[config.mk]
export PLATFORM = sky130hd
export DESIGN_NAME = fetch_stage
export DESIGN_NICKNAME = d
export VERILOG_FILES = /design/src/rtl/fetch_stage.sv
export SDC_FILE = /design/constraint.sdc
export NUM_CORES = 1
export LEC_CHECK = 0
export ABC_AREA = 1
export BUFFER_PORTS_ARGS = -buffer_cell sky130_fd_sc_hd__buf_4
export CAP_MARGIN = 20
export CORE_UTILIZATION = 50
export CTS_BUF_LIST = sky130_fd_sc_hd__clkbuf_4
export DETAILED_ROUTE_END_ITERATION = 12
export GPL_TIMING_DRIVEN = 0
export PLACE_DENSITY = 0.75
export SYNTH_ARGS = -nofsm -noshare
export SYNTH_HDL_FRONTEND = slang
export SYNTH_SLANG_ARGS = --single-unit
[constraint.sdc]
create_clock -name clk -period 12.7 [get_ports clk]
set_input_delay 2.54 -clock clk [delete_from_list [all_inputs] [get_ports clk]]
set_output_delay 2.54 -clock clk [all_outputs]
set_load 0.005 [all_outputs]
[src/rtl/fetch_stage.sv]
// Instruction fetch stage: PC, imem req/ready handshake, fetch/decode buffer, branch redirect.
// Define FETCH_MISALIGN_TRAP_EN to trap misaligned redirect targets instead of truncating them.
module fetch_stage #(
  parameter logic [31:0] RESET_PC = 32'h0000_0000,
  parameter logic [31:0] NOP_WORD = 32'h0000_0013
) (
  input  logic        clk,
  input  logic        reset,
  output logic        imem_req,
  output logic [31:0] imem_addr,
  input  logic        imem_ready,
  input  logic [31:0] imem_rdata,
  input  logic        stall,
  input  logic        branch_taken,
  input  logic [31:0] branch_base,
  input  logic [31:0] branch_offset,
  output logic [31:0] instruction,
  output logic [31:0] pc_out,
  output logic        instr_valid,
  output logic        fetch_fault
);

`ifdef FETCH_MISALIGN_TRAP_EN
  typedef enum logic [1:0] {FETCH, DRAIN, FAULT} state_t;
`else
  typedef enum logic [0:0] {FETCH, DRAIN} state_t;
`endif

  state_t      state_q, state_d;
  logic [31:0] pc_q, pc_d;
  logic [31:0] pending_pc_q, pending_pc_d;
  logic [31:0] instr_q, instr_d;
  logic [31:0] pc_out_q, pc_out_d;
  logic        valid_q, valid_d;
  logic [31:0] target;
  logic [31:0] load_pc;

`ifdef FETCH_MISALIGN_TRAP_EN
  logic fault_q, fault_d;
  assign target = branch_base + branch_offset;
`else
  // Without the trap, the low two bits are simply dropped.
  assign target = (branch_base + branch_offset) & 32'hFFFF_FFFC;
`endif

  always_comb begin
    state_d      = state_q;
    pc_d         = pc_q;
    pending_pc_d = pending_pc_q;
    instr_d      = instr_q;
    pc_out_d     = pc_out_q;
    valid_d      = valid_q;
    load_pc      = pending_pc_q;
    imem_req     = 1'b0;
`ifdef FETCH_MISALIGN_TRAP_EN
    fault_d      = fault_q;
`endif
    case (state_q)
      FETCH: begin
        imem_req = !(valid_q && stall);
        if (branch_taken) begin
          valid_d = 1'b0;
          instr_d = NOP_WORD;
          if (imem_req && !imem_ready) begin
            // Keep the wrong-path address on the bus until memory answers.
            pending_pc_d = target;
            state_d      = DRAIN;
          end
`ifdef FETCH_MISALIGN_TRAP_EN
          else if (target[1:0] != 2'b00) begin
            state_d = FAULT;
            fault_d = 1'b1;
          end
`endif
          else begin
            pc_d = target;
          end
        end else if (imem_req && imem_ready) begin
          instr_d  = imem_rdata;
          pc_out_d = pc_q;
          valid_d  = 1'b1;
          pc_d     = pc_q + 32'd4;
        end else if (!stall) begin
          valid_d = 1'b0;
          instr_d = NOP_WORD;
        end
      end
      DRAIN: begin
        imem_req = 1'b1;
        if (branch_taken) begin
          pending_pc_d = target;
        end
        if (imem_ready) begin
          load_pc = branch_taken ? target : pending_pc_q;
          state_d = FETCH;
`ifdef FETCH_MISALIGN_TRAP_EN
          if (load_pc[1:0] != 2'b00) begin
            state_d = FAULT;
            fault_d = 1'b1;
          end else begin
            pc_d = load_pc;
          end
`else
          pc_d = load_pc;
`endif
        end
      end
      default: begin
        imem_req = 1'b0;
      end
    endcase
  end

  always_ff @(posedge clk or posedge reset) begin
    if (reset) begin
      state_q      <= FETCH;
      pc_q         <= RESET_PC;
      pending_pc_q <= 32'd0;
      instr_q      <= NOP_WORD;
      pc_out_q     <= 32'd0;
      valid_q      <= 1'b0;
`ifdef FETCH_MISALIGN_TRAP_EN
      fault_q      <= 1'b0;
`endif
    end else begin
      state_q      <= state_d;
      pc_q         <= pc_d;
      pending_pc_q <= pending_pc_d;
      instr_q      <= instr_d;
      pc_out_q     <= pc_out_d;
      valid_q      <= valid_d;
`ifdef FETCH_MISALIGN_TRAP_EN
      fault_q      <= fault_d;
`endif
    end
  end

  assign imem_addr   = pc_q;
  assign instruction = instr_q;
  assign pc_out      = pc_out_q;
  assign instr_valid = valid_q;
`ifdef FETCH_MISALIGN_TRAP_EN
  assign fetch_fault = fault_q;
`else
  assign fetch_fault = 1'b0;
`endif

endmodule

# Word level (Yosys, flattened, before mapping)
# Cells that the tools add are included.
# op_classes
n_addsub	2
eq_ne	6
mux	20
bitwise_logic	2
reduce_logical	9
# ops
operator	count
$mux W32	10
$pmux W32 S2	2
$add A32 B3 Y32 const B	1
$add A32 B32 Y32	1
$mux W1	6
$ne A2 B2 Y1 const B	3
$ne A3 B3 Y1 const B	2
$reduce_and A3 Y1	2
$pmux W1 S2	2
$reduce_and A2 Y1	2
$logic_and A1 B1 Y1	3
$ne A3 B1 Y1 const B	1
$logic_not A1 Y1	2
$not A1 Y1	2
# totals
regBits	130
in_bits	101
out_inout_bits	99
word_cells	45

# Longest topological paths before layout
# logic_depth
depth_word	6
ltp_mapped	14
depth_no_buf	14

# Least setup slack after synthesis
# No wires, ideal clock.
# synth_timing
path_type	input to output
start	in stall
end	out imem_req
t_arrival_ns	2.718
required_ns	10.160
slack_ns	7.442
path_stages	3
path_buffers	0
path_cell_list	nand2_1 inv_2 nand2_2
# synth_via
elab_chain_len	3
# synth_lines
element	line	source
start, declared	13	input logic stall,
$logic_and A1 B1 Y1	60	imem_req = !(valid_q && stall);
$logic_not A1 Y1	60	
$pmux W1 S2	58	case (state_q)
end, declared	9	output logic imem_req,
# Every way passes these cells.

# Final worst setup path
# Ends and elaborated chain as after synthesis.

==> impl_metrics.ini <==
[run_status]
status = complete, no violations

[sta]
maxSlewViolCount = 0
worst_pin_slew_ns = 0.5751
setup_viol = 0
fin_worst_skew_ns = 0.01742
min_period_over_period_pct = 43.97
maxSlewHeadroom_pct = 61.66
hold_viol = 0
max_freq_ghz = 0.1791
finalSetupTns_ns = 0
rsz0062_at_grt = no
timing.final.crit_period_ns = 5.585

[yosys]
synthesis.area_mm2 = 0.008574
yosys_most_used_dff = dfrtp_1
synth_edf_count = 0
synth.top_cell.area_share_pct = 37.06
yosys-top-cells-count = nand2_1, inv_1, dfrtp_1, nand3_1, nor2_1
yosys-top-cells-area = dfrtp_1, nand2_1, inv_1
synthCells = 1242
synthesis.nets = 1374
synth_area_leader_cell = dfrtp_1
synth.ff_latch_count = 130
yosys.cell_types.count = 47
async_flop_share_pct = 100.0
avgSynthCellArea_um2 = 6.904
yosys.cell_count.top_type = nand2_1
ys_seq_area_share_pct = 37.98
yosys_warnings = 0

[clocking]
cts_setup_buffers = 0
root_buffer = clkbuf_4
cts_sinks = 130
clock_latency_ns = 0.54
path_clk_slew_ns = 0.12
cts_buffers = 17
cts_hold_buf = 0
ctsLongestPathBuffers = 2
cts_max_level = 4
cts_tree = done
post_cts_resized = 0

[floorplanning]
die_y_um = 133.0
core_area_mm2 = 0.01664
rows = 47
pin_count = 200
die_x_um = 133.0
floorplan.initialDensity_pct = 51.52
dieArea_mm2 = 0.01768

[final_layout]
layout.nets = 1592
area_growth_syn_to_layout_pct = 24.24
final_core_util_pct = 64.01
fill_cells = 1551
final_layout_size_suffix_gt1_share_pct = 19.96
seq_area_mm2 = 0.003257
multi_input_area_mm2 = 0.004456

[placement]
portBuffers = 198
place_congestion = 0.9530
hpwl_mm = 21.31

[worst_hold_path]
worst_hold_path_type = reg2reg

[drt]
post_drt_wl_per_cell_um = 15.63
finalWirelength_mm = 26.48
dr.pass1.iters = 5
drc = 0
drtIter0Drc = 628
ant_nets = 0
vias = 8888
post_drt_via_cell_ratio = 5.247

[pwr]
ir_worst_vdd_mv = 0.06573
p_per_area_mw_per_mm2 = 127.4
p_leak_nw = 5.841

[run]
cap_violations = 0

[setup_path]
cp.required_ns = 10.16
crit_path_start_kind = input pin
crit_arrival_ns = 3.04
r2r_slack_ns = 10.65
worst_setup_path_end_kind = output pin
path_class = in2out
cp_max_fo = 3

[global_routing]
grt_max_degree = 77
grt_overflow = 0
grt_use_total_pct = 30.42
antenna_found_initial = 1
grt_pass1_wl_mm = 41.96
grt_pass1_vias = 8186
## registers in the layout, indices dropped and copies added, names as in the netlist
register and count:
state_q 1, pending_pc_q 32, instruction 32, instr_valid 1, imem_addr 32, pc_out 32
## power by group
part	total [mW]	switching (mW)	internal, mW
logic	0.496	0.286	0.210
registers	0.582	0.0812	0.500
clock network	0.280	0.160	0.121
total	1.36	0.527	0.831
## area by class of cell
| cell class | count | share of cell area, % |
|---|---|---|
| repair buffers | 199 | 14.21 |
| clock inverters | 13 | 1.304 |
| inverters | 190 | 6.742 |
| diodes | 1 | 0.02349 |
| plain buffers | 33 | 1.398 |
| clock buffers | 19 | 1.339 |
| flip-flops and latches | 130 | 30.57 |
| multi-input cells | 889 | 41.83 |
| well taps | 220 | 2.584 |
## per-layer routing
layer	track usage (%)	up-vias	part of all wire [%]
met5	0	-	0
met4	12.64	0	3.0
met3	4.713	57	7.5
met2	50.00	378	46
met1	39.92	4013	43
li1	-	4440	-
## kinds of logic (layout without fill, tap and decap cells)
logic type / after synthesis / in the layout / share of synthesized area, %
AO/OA/AOI/OAI: 189 / 189 / 13.41
XOR/XNOR: 15 / 15 / 1.532
adder cells (fa/ha/maj): 31 / 31 / 4.524
buffers and inverters: 223 / 454 / 10.05
flip-flops: 130 / 130 / 37.98
multiplexers: 1 / 1 / 0.1167
other: 1 / 2 / 0.04373
AND/OR/NAND/NOR: 652 / 652 / 32.34
## worst max-delay path, cell delays in order
cell	delay [ns]
buf_4	0.13
nand2_1	0.10
inv_2	0.05
nand2_2	0.10
buf_4	0.13
## per-stage QoR
stage	area (um^2)	hold slack, ns	instances	setup WS (ns)	power (mW)
3_5_place_dp	10370	0.4610	1661	7.116	1.077
6_report	10650	0.4896	1694	7.115	1.358
3_3_place_gp	10340	0.4552	1660	5.271	1.065
4_1_cts	10650	0.4887	1693	7.115	1.352
2_1_floorplan	8574	0.4493	1242	6.696	0.8477
5_1_grt	10650	0.5125	1694	7.072	1.440
## final timing paths
check	from	endpoint	cells after the start
worst max-delay path	stall	imem_req	5
worst min register to register	pc_out[11]	pc_out[11]	2
min in group asynchronous	reset	instruction[30]	2
max in group asynchronous	reset	imem_addr[8]	3
worst min-delay path	pc_out[11]	pc_out[11]	2
worst max register to register	imem_addr[2]	imem_addr[30]	11
## cells in the final DEF, fill, tap and decap left out, drive strengths merged, types with 5 or more instances in the layout
master	netlist	routed
nand2	410	410
buf	18	217
inv	190	190
dfrtp	127	127
nor2	104	104
nand3	93	93
o21ai	67	67
a21oi	62	62
clkbuf	15	34
ha	31	31
a22o	28	28
nand4	17	17
nor3	15	15
xor2	10	10
a31oi	10	10
a22oi	9	9
clkinv	0	8
xnor2	5	5
nand3b	5	5
Power figures use the tool's default switching activity.
